**src/rtl/muldiv_unit_if.sv**
```systemverilog
// Handshake and result bundle for muldiv_unit.
// master: requester side (drives start/op/a/b). slave: the unit itself.
interface muldiv_unit_if #(
  parameter int WIDTH = 32
);
  logic             start;
  logic [1:0]       op;
  logic [WIDTH-1:0] a;
  logic [WIDTH-1:0] b;
  logic             busy;
  logic             done;
  logic             err;
  logic [WIDTH-1:0] hi;
  logic [WIDTH-1:0] lo;

  modport master (
    output start, op, a, b,
    input  busy, done, err, hi, lo
  );

  modport slave (
    input  start, op, a, b,
    output busy, done, err, hi, lo
  );
endinterface

```
**src/rtl/muldiv_unit.sv**
```systemverilog
// Iterative radix-2 multiply/divide unit.
// - op 00 MULT (signed), 01 MULTU, 10 DIV (signed), 11 DIVU.
// - Latency: done pulses WIDTH+1 edges after the accepting edge.
// - Operands are converted to magnitudes at accept.
// - A shared 2*WIDTH accumulator runs shift-add (multiply) or
//   restoring shift-subtract (divide). Signs are reapplied in FIN.
// - Optional feature: define MULDIV_DIVIDER_EN to build the divider.
//   Without it, divide ops complete with err=1 and leave hi/lo unchanged.
module muldiv_unit #(
  parameter int WIDTH = 32
) (
  input  logic        clk,
  input  logic        rst,
  muldiv_unit_if.slave bus
);

  localparam int                  CW       = $clog2(WIDTH) + 1;
  localparam logic [CW-1:0]       CNT_ZERO = {CW{1'b0}};
  localparam logic [CW-1:0]       CNT_ONE  = {{(CW-1){1'b0}}, 1'b1};
  localparam logic [CW-1:0]       CNT_LAST = CW'(WIDTH - 1);
  localparam logic [WIDTH-1:0]    ZERO_W   = {WIDTH{1'b0}};
  localparam logic [WIDTH-1:0]    ONES_W   = {WIDTH{1'b1}};
  localparam logic [WIDTH-1:0]    ONE_W    = {{(WIDTH-1){1'b0}}, 1'b1};
  localparam logic [2*WIDTH-1:0]  ONE_2W   = {{(2*WIDTH-1){1'b0}}, 1'b1};

  localparam logic [1:0] S_IDLE = 2'd0;
  localparam logic [1:0] S_CALC = 2'd1;
  localparam logic [1:0] S_FIN  = 2'd2;

  logic [1:0]         state_r;
  logic [CW-1:0]      cnt_r;
  logic               op_div_r;   // 1 = divide, 0 = multiply
  logic               a_neg_r;
  logic               b_neg_r;
  logic [WIDTH-1:0]   opnd_r;     // |a| for multiply, |b| for divide
  logic [2*WIDTH-1:0] acc_r;      // {upper, lower} working register
  logic               busy_r;
  logic               done_r;
  logic               err_r;
  logic [WIDTH-1:0]   hi_r;
  logic [WIDTH-1:0]   lo_r;

  logic               a_neg_s;
  logic               b_neg_s;
  logic [WIDTH-1:0]   mag_a_s;
  logic [WIDTH-1:0]   mag_b_s;
  logic [WIDTH:0]     sum_s;
  logic [2*WIDTH-1:0] acc_next_s;
  logic [2*WIDTH-1:0] prod_s;

`ifdef MULDIV_DIVIDER_EN
  logic               div0_r;
  logic [WIDTH:0]     shifted_s;
  logic [WIDTH-1:0]   quo_s;
  logic [WIDTH-1:0]   rem_s;
`endif

  // Two's complement negate, used for magnitude and sign correction.
  function automatic logic [WIDTH-1:0] neg_w(input logic [WIDTH-1:0] v);
    return ~v + ONE_W;
  endfunction

  // Operand sign flags and magnitudes at the accepting edge; op[0]=0 is signed.
  always_comb begin
    a_neg_s = ~bus.op[0] & bus.a[WIDTH-1];
    b_neg_s = ~bus.op[0] & bus.b[WIDTH-1];
    if (a_neg_s) begin
      mag_a_s = neg_w(bus.a);
    end else begin
      mag_a_s = bus.a;
    end
    if (b_neg_s) begin
      mag_b_s = neg_w(bus.b);
    end else begin
      mag_b_s = bus.b;
    end
  end

  // One radix-2 iteration of the selected operation.
  always_comb begin
    acc_next_s = acc_r;
    if (acc_r[0]) begin
      sum_s = {1'b0, acc_r[2*WIDTH-1:WIDTH]} + {1'b0, opnd_r};
    end else begin
      sum_s = {1'b0, acc_r[2*WIDTH-1:WIDTH]};
    end
`ifdef MULDIV_DIVIDER_EN
    shifted_s = acc_r[2*WIDTH-1:WIDTH-1];
`endif
    if (!op_div_r) begin
      // Shift-add: add multiplicand into upper half, shift right.
      acc_next_s = {sum_s, acc_r[WIDTH-1:1]};
    end else begin
`ifdef MULDIV_DIVIDER_EN
      // Restoring divide: {rem, quo} shifts left, subtract when it fits.
      if (shifted_s >= {1'b0, opnd_r}) begin
        acc_next_s = {WIDTH'(shifted_s - {1'b0, opnd_r}), acc_r[WIDTH-2:0], 1'b1};
      end else begin
        acc_next_s = {shifted_s[WIDTH-1:0], acc_r[WIDTH-2:0], 1'b0};
      end
`else
      acc_next_s = acc_r;
`endif
    end
  end

  // Sign correction of the finished accumulator.
  always_comb begin
    if (a_neg_r ^ b_neg_r) begin
      prod_s = ~acc_r + ONE_2W;
    end else begin
      prod_s = acc_r;
    end
`ifdef MULDIV_DIVIDER_EN
    if (div0_r) begin
      quo_s = ONES_W;
    end else if (a_neg_r ^ b_neg_r) begin
      quo_s = neg_w(acc_r[WIDTH-1:0]);
    end else begin
      quo_s = acc_r[WIDTH-1:0];
    end
    // Remainder follows the dividend sign; with b=0 this restores a.
    if (a_neg_r) begin
      rem_s = neg_w(acc_r[2*WIDTH-1:WIDTH]);
    end else begin
      rem_s = acc_r[2*WIDTH-1:WIDTH];
    end
`endif
  end

  // Control FSM, iteration counter, datapath and result registers.
  always_ff @(posedge clk) begin
    if (rst) begin
      state_r  <= S_IDLE;
      cnt_r    <= CNT_ZERO;
      op_div_r <= 1'b0;
      a_neg_r  <= 1'b0;
      b_neg_r  <= 1'b0;
      opnd_r   <= ZERO_W;
      acc_r    <= {ZERO_W, ZERO_W};
      busy_r   <= 1'b0;
      done_r   <= 1'b0;
      err_r    <= 1'b0;
      hi_r     <= ZERO_W;
      lo_r     <= ZERO_W;
`ifdef MULDIV_DIVIDER_EN
      div0_r   <= 1'b0;
`endif
    end else begin
      done_r <= 1'b0;
      case (state_r)
        S_IDLE: begin
          if (bus.start) begin
            op_div_r <= bus.op[1];
            a_neg_r  <= a_neg_s;
            b_neg_r  <= b_neg_s;
            cnt_r    <= CNT_ZERO;
            busy_r   <= 1'b1;
            state_r  <= S_CALC;
            if (bus.op[1]) begin
              opnd_r <= mag_b_s;
              acc_r  <= {ZERO_W, mag_a_s};
            end else begin
              opnd_r <= mag_a_s;
              acc_r  <= {ZERO_W, mag_b_s};
            end
`ifdef MULDIV_DIVIDER_EN
            div0_r <= (bus.b == ZERO_W);
`endif
          end else begin
            busy_r <= 1'b0;
          end
        end
        S_CALC: begin
          acc_r <= acc_next_s;
          cnt_r <= cnt_r + CNT_ONE;
          if (cnt_r == CNT_LAST) begin
            state_r <= S_FIN;
          end else begin
            state_r <= S_CALC;
          end
        end
        S_FIN: begin
          busy_r  <= 1'b0;
          done_r  <= 1'b1;
          state_r <= S_IDLE;
          if (!op_div_r) begin
            hi_r  <= prod_s[2*WIDTH-1:WIDTH];
            lo_r  <= prod_s[WIDTH-1:0];
            err_r <= 1'b0;
          end else begin
`ifdef MULDIV_DIVIDER_EN
            hi_r  <= rem_s;
            lo_r  <= quo_s;
            err_r <= div0_r;
`else
            err_r <= 1'b1;
`endif
          end
        end
        default: begin
          state_r <= S_IDLE;
          busy_r  <= 1'b0;
        end
      endcase
    end
  end

  assign bus.busy = busy_r;
  assign bus.done = done_r;
  assign bus.err  = err_r;
  assign bus.hi   = hi_r;
  assign bus.lo   = lo_r;

endmodule

```
**src/flat_wrapper.sv**
```systemverilog
// flat-port wrapper written by rule: the top's interface ports become plain ports
module muldiv_unit_flat 
#(
  parameter int WIDTH = 32
)
  (clk, rst, bus_start, bus_op, bus_a, bus_b, bus_busy, bus_done, bus_err, bus_hi, bus_lo);
  muldiv_unit_if #(.WIDTH(WIDTH)) bus_i ();
  input  logic clk;
  input  logic rst;
  input wire logic [$bits(bus_i.start)-1:0] bus_start;
  input wire logic [$bits(bus_i.op)-1:0] bus_op;
  input wire logic [$bits(bus_i.a)-1:0] bus_a;
  input wire logic [$bits(bus_i.b)-1:0] bus_b;
  output wire logic [$bits(bus_i.busy)-1:0] bus_busy;
  output wire logic [$bits(bus_i.done)-1:0] bus_done;
  output wire logic [$bits(bus_i.err)-1:0] bus_err;
  output wire logic [$bits(bus_i.hi)-1:0] bus_hi;
  output wire logic [$bits(bus_i.lo)-1:0] bus_lo;
  assign bus_i.start = bus_start;
  assign bus_i.op = bus_op;
  assign bus_i.a = bus_a;
  assign bus_i.b = bus_b;
  assign bus_busy = bus_i.busy;
  assign bus_done = bus_i.done;
  assign bus_err = bus_i.err;
  assign bus_hi = bus_i.hi;
  assign bus_lo = bus_i.lo;
  muldiv_unit #(.WIDTH(WIDTH)) u_core (.clk(clk), .rst(rst), .bus(bus_i));
endmodule
```
**config.mk**
```make
export PLATFORM = sky130hd
export DESIGN_NAME = muldiv_unit_flat
export DESIGN_NICKNAME = d
export VERILOG_FILES = /design/src/rtl/muldiv_unit_if.sv /design/src/rtl/muldiv_unit.sv /design/src/flat_wrapper.sv
export SDC_FILE = /design/constraint.sdc
export NUM_CORES = 1
export LEC_CHECK = 0
export ABC_AREA = 1
export BUFFER_PORTS_ARGS = -buffer_cell sky130_fd_sc_hd__clkbuf_2
export CORE_ASPECT_RATIO = 0.9
export CORE_MARGIN = 3
export CORE_UTILIZATION = 40
export CTS_CLUSTER_DIAMETER = 120
export DETAILED_ROUTE_END_ITERATION = 8
export HOLD_SLACK_MARGIN = 0.03
export PLACE_DENSITY_LB_ADDON = 0.05
export SLEW_MARGIN = 25
export SYNTH_ARGS = -nofsm -noshare
export SYNTH_HDL_FRONTEND = slang
export SYNTH_SLANG_ARGS = --single-unit
```
**constraint.sdc**
```tcl
create_clock -name clk -period 5.2 [get_ports clk]
set_clock_uncertainty 0.15 [all_clocks]
set_input_delay 0.52 -clock clk [delete_from_list [all_inputs] [get_ports clk]]
set_output_delay 0.52 -clock clk [all_outputs]
set_load 0.01 [all_outputs]
```
# == Yosys cells after proc, flatten, opt, wreduce, memory -nomap -nowiden ==
# Cells that the tools add are included.
# word_totals
reg_bits,174
latch_bits,0
mem_bits_rw,0
mem_bits_ro,0
out_inout_bits,67
n_memories,0
# op_classes
addsub,5
n_mul,0
div_mod_pow,0
n_lt_le_gt_ge,0
eq_ne,5
n_shift,0
muxes,18
bitwise_logic,8
n_reduce_logical,6
# ops
operator,n
$mux 64,3
$mux 32,4
$pmux 64 s2,1
$add 32x1->32 const B,2
$add 64x1->64 const B,1
$not 32->32,2
$not 64->64,1
$add 32x32->33,1
$mux 33,1
$pmux 6 s2,1
$add 6x1->6 const B,1
$eq 6x5->1 const B,1
$mux 6,1
$reduce_and 2->1,3
$mux 2,2
$ne 2x2->1 const B,2
$pmux 2 s2,1
$mux 1,3
$reduce_and 3->1,1
$and 1x1->1,2
$eq 2x1->1 const B,1
$eq 2x2->1 const B,1
$logic_not 2->1,1
$not 1->1,2
other kinds (3),3

# == Logic depth before layout (Yosys ltp) ==
# Gate-level depths: netlist of the first run.
# depth
depth_word,6
mapped_depth,16

# == Least setup slack after synthesis of the first run ==
# OpenSTA, ideal clock, no wires.
# synth_timing
path_kind,register to register
start,reg u_core.acc_r[0]
end,"reg u_core.hi_r[6], in the netlist u_core.bus.hi[6]"
arrival_ps,2077
t_required_ps,4937
slack_ps,2859
path_stages_with_launch,16
synth_period_minus_slack_ps,2341
path_cell_list,dfxtp_1 > inv_2 > clkbuf_1 > clkbuf_1 > ha_1 > nand3_4 > nor2_4 > inv_2 > nor2_4 > inv_2 > nor2_4 > nand2_2 > o21ai_2 > nand3_1 > nand3_1 > nand2_1
# synth_between
elab_chain_len,3
# synth_lines
element,line_no,text
from (decl),muldiv_unit.sv:36,logic [2*WIDTH-1:0] acc_r;
from (signal assigned),muldiv_unit.sv:140,"acc_r <= {ZERO_W, ZERO_W};"
from (signal assigned),muldiv_unit.sv:162,"acc_r <= {ZERO_W, mag_a_s};"
from (signal assigned),muldiv_unit.sv:165,"acc_r <= {ZERO_W, mag_b_s};"
$not 64->64,muldiv_unit.sv:110,prod_s = ~acc_r + ONE_2W;
$add 64x1->64,muldiv_unit.sv:110,
$mux 64,muldiv_unit.sv:109,if (a_neg_r ^ b_neg_r) begin
to (signal assigned),muldiv_unit.sv:188,hi_r <= prod_s[2*WIDTH-1:WIDTH];
to (decl),muldiv_unit.sv:40,logic [WIDTH-1:0] hi_r;
# No other way between the ends.
# A chain may end at the register's enable or synchronous reset.

# == Worst setup path in the final report of the first run ==
# layout_timing
start,reg u_core.acc_r[0]
end,"reg u_core.hi_r[22], in the netlist u_core.bus.hi[22]"
# Same word-level chain as after synthesis.

==> results of run 1 <==
## final timing paths
check	endpoint	cells after the start	slack, ns
max	u_core.bus.hi[22]	13	2.19
min	u_core.opnd_r[0]	3	0.20
max reg2reg	u_core.bus.hi[22]	13	2.19
min reg2reg	u_core.bus.lo[27]	2	0.30
## sequential cells by signal, summed over array words and instances (netlist names)
signal and flops:
u_core.acc_r 64, u_core.bus.hi 32, u_core.bus.lo 32, u_core.opnd_r 32
u_core.cnt_r 6, u_core.state_r 2, u_core.a_neg_r 1, u_core.b_neg_r 1
u_core.bus.busy 1, u_core.bus.done 1, u_core.bus.err 1, u_core.op_div_r 1
## routing by layer
layer / up-vias / wire, µm / global-route usage
met5: - / 13 / 0
met4: 2 / 1350 / 0.0809
met3: 61 / 3940 / 0.0410
met2: 543 / 21600 / 0.405
met1: 6937 / 27300 / 0.450
li1: 7637 / - / -
## layout make-up
| cell class | instances | area (µm²) | share of cell area |
|---|---|---|---|
| Multi-Input combinational cell | 1775 | 8670 | 0.566 |
| Sequential cell | 174 | 3480 | 0.227 |
| Inverter | 319 | 1200 | 0.0783 |
| Timing Repair Buffer | 148 | 773 | 0.0505 |
| Tap cell | 455 | 569 | 0.0372 |
| Clock buffer | 17 | 425 | 0.0278 |
| Clock inverter | 15 | 198 | 0.0129 |
## Yosys cell counts, types with 13 or more instances
master	count	area, µm²
nand2_1	783	2940
inv_1	299	1120
nor2_1	245	920
dfxtp_1	174	3480
nand3_1	171	856
a21oi_1	131	656
o21ai_0	93	465
xor2_1	59	517
buf_2	39	195
ha_1	36	450
clkbuf_1	29	109
nand4_1	29	181
o22ai_1	25	156
nor3_1	23	115
o21ai_1	22	110
inv_2	18	67.6
nor2_4	17	191
o21a_1	16	120
o211ai_1	14	105
nor2_2	13	81.3
## report_power, final
group / internal (W) / switching, W / total (W) / leakage, nW
Clock: 0.000699 / 0.000667 / 0.00137 / 0.303
Combinational: 0.000342 / 0.000840 / 0.00118 / 5.86
Sequential: 0.00139 / 0.0000823 / 0.00147 / 1.41
## cell families after synthesis
family / Yosys count / synth area share
compound gates: 344 / 0.143
simple gates: 1323 / 0.410
flops: 174 / 0.254
fa+ha+maj: 37 / 0.0343
buf+inv: 396 / 0.114
xor+xnor: 71 / 0.0453
## stage by stage
stage	setup WS [ns]	cell area, µm²	total power [W]	util
3_5_place_dp	2.20	14700	0.00266	0.441
4_1_cts	2.18	15300	0.00402	0.459
3_3_place_gp	2.25	14700	0.00266	0.441
6_report	2.19	15300	0.00402	0.459
2_1_floorplan	2.86	13700	0.00227	-
5_1_grt	1.94	15300	0.00422	0.459
## worst min-delay path, cell delays in order
cell	delay, ns
clkbuf_2	0.10
nand2_1	0.06
a31oi_1	0.06
==> results.toml, run 1 <==
[worst_setup_path]
worstReg2RegStart = "u_core.acc_r[0]"
worstPathRequired_ns = 5.40
critPathLaunch = "u_core.acc_r[0]"
crit_path_max_incr_delay_ns = 0.53
cp_slowest_cell = "inv_2"
critPathKind = "flop to flop"
crit_path_start_kind = "flop"
arrival_ns = 3.21
cp_top_family = "buffers and inverters"
cp_max_fo = 38
crit_buf_inv = 5
endpoint_kind = "flop"
worstPathCellList = "buf_4 -> inv_2 -> ha_1 -> inv_1 -> nor2_1 -> inv_1 -> nor2_1 -> nand2_1 -> xor2_1 -> nand2_1 -> nand3_1 -> nand2_1 -> inv_1"

[route]
wl_per_cell_um = 18.7
drc_errors = 0
drtPass1Iterations = 5
num_vias = 15200
drt_iter0_markers = 1293
antenna_left = 0
drt-total-wl_um = 54300
vias_per_cell = 5.23

[clocking]
tritoncts = "built"
clock_latency_ns = 0.46
postCtsSetupBuffers = 0
cts_resized = 0
clkTransAtPathRegs_ns = 0.08
cts.sinks = 174
cts_made_buffers = 17
root_buffer = "clkbuf_16"
hold_buffers = 0
clock_path_buffers = 2
htreeDepth = 4

[placed_design]
dp_hpwl_um = 43900
gp_congestion = 0.958
dp_cells = 2871
portBuffers = 135

[logic_synthesis]
syn_nets = 2451
synth_cell_types = 48
synthCells = 2345
async_flop_share = 0
ys_ff_latch = 174
synth_edf_count = 0
ys.warnings.count = 0
ys_seq_area_frac = 0.254
synth_flop_cell = "dfxtp_1"
syn_avg_cell_area_um2 = 5.85
syn_area_um2 = 13700

[power]
p_leak_nw = 7.57
vdd_drop_max_v = 0.000226
p_per_area_nw_per_um2 = 262

[worst_hold_path]
hold_path.startpoint = "bus_a[0]"
worstHoldPathType = "input pin to flop"

[global_routing]
globalRouteTotalUtil = 0.288
grt_pass1_wl_um = 82100
grt_pass1_vias = 13700
antenna_found_initial = 1
grt_max_degree = 62
grt_overflow_total = 0

[cells_and_area]
areaGrowthSynthToFinish_pct = 11.6
num-nets-final = 2541
diodes = 0
finalNonFillerCells = 2903
layout_common_cells = "783 x nand2_1, 298 x inv_1, 245 x nor2_1, 174 x dfxtp_1, 171 x nand3_1"
drive_above_1_share = 0.107
fillers = 3711
layout_commonest_cell = "nand2_1"

[die]
core_um2 = 33300
die_h_um = 182
pin_count = 136
die_x_um = 201
row_count = 63
die_area_um2 = 36600
start_util = 0.412

[timing]
fin_crit_ns = 3.01
slew_headroom = 0.355
fmax_mhz = 332
drv_slew = 0
period_share = 0.579
setup-violations-final = 0
worstMarginPinSlew_ns = 0.966
rsz0062_at_grt = "no"
fin_tns_setup_ns = 0
hold_violations = 0
holdWs_ns = 0.201

[run_status]
status = "finished clean"

[run]
cap_viol_max_count = 0
No activity file was read; power rests on OpenSTA's default activity.
==> run 2: changes to the inputs <==
==> constraint.sdc (replaced) <==
create_clock -name clk -period 2.7 [get_ports clk]
set_clock_uncertainty 0.15 [all_clocks]
set_input_delay 0.27 -clock clk [delete_from_list [all_inputs] [get_ports clk]]
set_output_delay 0.27 -clock clk [all_outputs]
set_load 0.01 [all_outputs]
==> run 2 against run 1 <==
Net effect: combinational power rose by 98%; cell count rose by 1.0%; maximum frequency rose by 22%; flip-flop and latch count did not move; global-route usage rose by 0.43 points; first-iteration DRC count rose by 16%; critical path depth fell by 2; largest cell class unchanged.
==> results.toml, run 2 (synthesized netlist as in run 1, its figures left out) <==
[timing]
drv_slew = 0
hold_violations = 0
period_share = 0.915
rsz0062_at_grt = "no"
setup_ws_ns = 0.230
slew_headroom = 0.437
fin_crit_ns = 2.47
fin_tns_setup_ns = 0
fmax_mhz = 405
worstMarginPinSlew_ns = 0.844
setup-violations-final = 0

[clocking]
postCtsSetupBuffers = 0
htreeDepth = 4
hold_buffers = 2
cts_made_buffers = 17
root_buffer = "clkbuf_16"
clkTransAtPathRegs_ns = 0.07
tritoncts = "built"
clock_latency_ns = 0.47
cts_resized = 0
clock_path_buffers = 2
cts.sinks = 174

[worst_setup_path]
crit_top_cell = "nand2_1"
cp_slowest_cell = "dfxtp_1"
critPathKind = "flop to flop"
cp_top_family = "simple AND/OR/NAND/NOR gates"
worstPathCellList = "nor2_1 -> nand2_1 -> nor2_1 -> nand2_1 -> nor2_1 -> nand2_1 -> xor2_1 -> nand2_1 -> nand3_1 -> nand2_1 -> inv_1"
crit_buf_inv = 1
worstPathRequired_ns = 2.91
crit_path_start_kind = "flop"
cp_max_fo = 4
crit_path_max_incr_delay_ns = 0.37
endpoint_kind = "flop"
arrival_ns = 2.68

[cells_and_area]
num-nets-final = 2571
layout_common_cells = "783 x nand2_1, 298 x inv_1, 245 x nor2_1, 174 x dfxtp_1, 171 x nand3_1"
drive_above_1_share = 0.117
largest_reg_flops = 64
largest-register = "u_core.acc_r"
layout_commonest_cell = "nand2_1"
diodes = 0
areaGrowthSynthToFinish_pct = 13.2
fin_area_um2 = 15500
utilization = 0.466
finalNonFillerCells = 2933

[die]
core_um2 = 33300
start_util = 0.412
die_x_um = 201
die_h_um = 182
die_area_um2 = 36600
pin_count = 136
row_count = 63

[global_routing]
grt_max_degree = 67
grt_overflow_total = 0
antenna_found_initial = 0
globalRouteTotalUtil = 0.292
grt_pass1_vias = 13900
grt_pass1_wl_um = 83100

[route]
top_layer = "met4"
drtPass1Iterations = 6
wl_met3_um = 4080
num_vias = 15600
drt_iter0_markers = 1502
antenna_left = 0
wl_met2_um = 22100
drc_errors = 0
drt-total-wl_um = 54900
wl_per_cell_um = 18.7
drt-met1-wl_um = 27200
vias_per_cell = 5.31

[placed_design]
dp_hpwl_um = 44100
portBuffers = 135
place_area_um2 = 14900
dp_cells = 2899
gp_congestion = 1.01
place_ws_ns = 0.332

[power]
clockPowerShare = 0.326
switching_share = 0.400
p_seq_frac = 0.368
p_leak_nw = 7.70
switchingPower_w = 0.00306
p_int_w = 0.00459
p_per_area_nw_per_um2 = 493
vdd_drop_max_v = 0.000477
p_comb_frac = 0.306

[worst_hold_path]
worstHoldPathType = "input pin to flop"

[run_status]
status = "finished clean"

[run]
cap_viol_max_count = 0
-- run 2: cell count changes in the layout (fill, tap and decap cells not counted), sizes merged --
cell	before	now
clkinvlp	0	4
inv	326	321
bufinv	1	0
clkinv	7	9
dlygate4sd3	0	2
buf	13	41
-- run 2: tightest hold or removal path, stage by stage --
cell and delay (ns):
clkbuf_2 0.12, nand3_1 0.09, nand3_1 0.06, nand2_1 0.06, inv_1 0.03
-- run 2: final timing paths --
path	startpoint	cells past startpoint	slack, ns	to
setup / recovery	u_core.acc_r[13]	11	0.23	u_core.bus.hi[18]
hold / removal	bus_b[31]	5	0.07	u_core.opnd_r[31]
hold reg to reg	u_core.bus.lo[9]	2	0.30	u_core.bus.lo[9]
setup reg to reg	u_core.acc_r[13]	11	0.23	u_core.bus.hi[18]
-- run 2: layer usage --
metal,up-vias,global-route usage
li1,7708,-
met1,7136,0.451
met2,645,0.415
met3,78,0.0384
met4,0,0.0924
met5,-,0
-- run 2: cell type report --
type | count | area (µm²)
Clock buffer | 17 | 425
Multi-Input combinational cell | 1775 | 8670
Sequential cell | 174 | 3480
Tap cell | 455 | 569
Timing Repair Buffer | 178 | 1030
Inverter | 319 | 1200
Clock inverter | 15 | 158
Fill cell | 3612 | 17800
-- run 2: power by group through the flow --
stage	registers, W	logic, W	clock network [W]
floorplan	0.00281	0.00157	0
global placement	0.00287	0.00228	0
detailed placement	0.00287	0.00228	0
CTS	0.00281	0.00229	0.00255
global route	0.00282	0.00258	0.00264
finish	0.00282	0.00234	0.00249
-- run 2: per-stage QoR --
stage / total power, W / hold slack [ns]
6_report: 0.00765 / 0.0676
5_1_grt: 0.00803 / 0.0950
4_1_cts: 0.00765 / 0.0488
3_5_place_dp: 0.00515 / 0.292
3_3_place_gp: 0.00515 / 0.287
2_1_floorplan: 0.00438 / 0.279
==> run 3: changes to the inputs <==
--- a/config.mk
+++ b/config.mk
@@ -5,7 +5,6 @@
 export SDC_FILE = /design/constraint.sdc
 export NUM_CORES = 1
 export LEC_CHECK = 0
-export ABC_AREA = 1
 export BUFFER_PORTS_ARGS = -buffer_cell sky130_fd_sc_hd__clkbuf_2
 export CORE_ASPECT_RATIO = 0.9
 export CORE_MARGIN = 3
==> run 3 against run 2 <==
Net effect: the run now ends with negative setup slack left; clock-buffer cell count rose by 3; sequential share of layout area rose by 1.3 points; cell count fell by 28%; worst hold slack got worse by 0.00067 ns; combinational power fell by 28%; utilization rose by 7.6 points; first-iteration DRC count fell by 26%; maximum frequency fell by 8.8%; non-clock buffer count rose by 181; critical endpoint is now u_core.bus.hi[28]; largest cell class unchanged.
==> results.toml, run 3 <==
[cells_and_area]
fin_area_um2 = 14700
largest_reg_flops = 64
areaGrowthSynthToFinish_pct = 32.2
largest-register = "u_core.acc_r"
layout_common_cells = "212 x buf_4, 167 x nand2_1, 167 x dfxtp_1, 134 x clkbuf_2, 116 x nor2_1"
num-nets-final = 1838
diodes = 0
utilization = 0.542
fillers = 2648
drive_above_1_share = 0.273
layout_commonest_cell = "buf_4"

[power]
p_per_area_nw_per_um2 = 470
p_leak_nw = 5.93
vdd_drop_max_v = 0.000466

[worst_setup_path]
cp_max_fo = 5
critPathLaunch = "u_core.acc_r[25]"
crit_path_start_kind = "flop"
critPathKind = "flop to flop"
endpoint_kind = "flop"
crit_path_end = "u_core.bus.hi[28]"
r2r_end = "u_core.bus.hi[28]"
rrSetupSlack_ns = -0.008
arrival_ns = 2.91
worstPathRequired_ns = 2.91
worstReg2RegStart = "u_core.acc_r[25]"
ff2ff_path_depth = 7

[clocking]
clkTransAtPathRegs_ns = 0.07
clock_latency_ns = 0.44
tritoncts = "built"
cts_made_buffers = 17
root_buffer = "clkbuf_16"
cts.sinks = 174
clock_path_buffers = 2
htreeDepth = 4

[global_routing]
grt_pass1_vias = 10800
globalRouteTotalUtil = 0.262
antenna_found_initial = 0
grt_max_degree = 65
grt_overflow_total = 0
grt_pass1_wl_um = 61600

[logic_synthesis]
syn_nets = 1551
syn_area_um2 = 11100
synth_edf_count = 0
async_flop_share = 0
yosys-top-cells-count = "174 x dfxtp_1, 169 x nand2_1, 122 x o21ai_0"
synthCells = 1445
yosysTopAreaCellShare = 0.313
yosysMostFrequentCell = "dfxtp_1"
synth_cell_types = 69
ys_ff_latch = 174
ys_seq_area_frac = 0.313
synth_area_leaders = "dfxtp_1 31%, xor2_1 6.4%, nand2_1 5.7%"
ys.warnings.count = 0
synth.largest_area_cell = "dfxtp_1"
synth_flop_cell = "dfxtp_1"
syn_avg_cell_area_um2 = 7.70

[timing]
fin_crit_ns = 2.71
worstMarginPinSlew_ns = 0.735
drv_slew = 0
slew_headroom = 0.510
rsz0062_at_grt = "yes"
period_share = 1.00
hold_violations = 0
setup_ws_ns = -0.00765
fmax_mhz = 369
setup-violations-final = 1
fin_tns_setup_ns = -0.00765

[run_status]
status = "complete, but fails checks"
violations = "negative setup slack"

[die]
die_area_um2 = 29900
pin_count = 136
row_count = 57
start_util = 0.410
core_um2 = 27200
die_x_um = 182
die_h_um = 164

[worst_hold_path]
worstHoldPathType = "input pin to flop"
hold_path.startpoint = "bus_b[19]"

[route]
drtPass1Iterations = 7
wl_per_cell_um = 19.2
num_vias = 12100
drt_iter0_markers = 1109
vias_per_cell = 5.77
antenna_left = 0
drc_errors = 0
drt-total-wl_um = 40400

[placed_design]
place_area_um2 = 13600
gp_congestion = 0.987
portBuffers = 135
dp_hpwl_um = 31300

[run]
cap_viol_max_count = 0
## run 3: cell count changes after synthesis, sizes merged, moves of 16 or more
cell	previous run	this run
a22oi	3	46
xor2	59	81
inv	318	24
clkbuf	29	83
nand2	797	169
xnor2	12	62
or4	0	17
nor2	275	120
o41ai	0	16
buf	48	8
o31ai	2	19
nand3	178	33
nor4	0	24
## run 3: per-stage QoR
step / instances / total power (W) / hold slack (ns) / worst slack, ns
after floorplan: 1445 / 0.00370 / 0.270 / -0.126
after global placement: 2054 / 0.00438 / 0.283 / -0.157
after detailed placement: 2054 / 0.00439 / 0.292 / -0.178
after CTS: 2091 / 0.00689 / 0.0539 / -0.0147
after global routing: 2099 / 0.00721 / 0.0759 / -0.0950
final: 2099 / 0.00691 / 0.0670 / -0.00765
## run 3: worst min path at each step
stage	to	slack (ns)	depth (start not counted)
after floorplan	u_core.opnd_r[24]	0.27	2
after global placement	u_core.bus.hi[2]	0.28	2
after detailed placement	u_core.bus.hi[5]	0.29	2
after CTS	u_core.acc_r[30]	0.05	4
after global routing	u_core.opnd_r[22]	0.08	3
final	u_core.opnd_r[19]	0.07	3
## run 3: per-layer routing
| metal | global-route usage | routed length [µm] |
|---|---|---|
| met2 | 0.375 | 16700 |
| met5 | 0 | 0 |
| met3 | 0.0554 | 3470 |
| met1 | 0.396 | 19500 |
| met4 | 0.0654 | 705 |
## run 3: worst max-delay path, stage by stage, from the launching register on
cell     delay [ns]
dfxtp_1        0.31
or4_4          0.53
or4_4          0.48
or4_4          0.55
nor2_4         0.20
a31oi_1        0.12
xnor2_1        0.13
o21ai_0        0.15
## run 3: kinds of logic after synthesis
group / after synthesis / synth area share
buffers and inverters: 116 / 0.0392
AO/OA/AOI/OAI: 488 / 0.280
AND/OR/NAND/NOR: 478 / 0.205
XOR/XNOR: 143 / 0.112
multiplexers: 9 / 0.00832
flip-flops: 174 / 0.313
adder cells (fa/ha/maj): 37 / 0.0423
## run 3: where the power goes
| group | internal [W] | leakage, nW | switching, W |
|---|---|---|---|
| Sequential | 0.00266 | 1.42 | 0.0000970 |
| Clock | 0.00132 | 0.279 | 0.00114 |
| Combinational | 0.000700 | 4.24 | 0.000988 |
| Total | 0.00468 | 5.93 | 0.00223 |
## run 3: area by class of cell
cell class / count / area (µm²) / area share
repair buffers: 359 / 2440 / 0.166
multi-input cells: 1155 / 7670 / 0.522
clock buffers: 20 / 447 / 0.0304
well taps: 354 / 443 / 0.0301
flip-flops and latches: 174 / 3490 / 0.237
inverters: 25 / 93.8 / 0.00638
clock inverters: 12 / 129 / 0.00876
## run 3: timing repair
action,4_1_cts,5_1_grt
buffers inserted,4,8
pin swaps,11,22
setup endpoints to repair,35,50
endpoints found under the hold margin,3,0
hold buffers,1,0
gates resized for setup,21,64
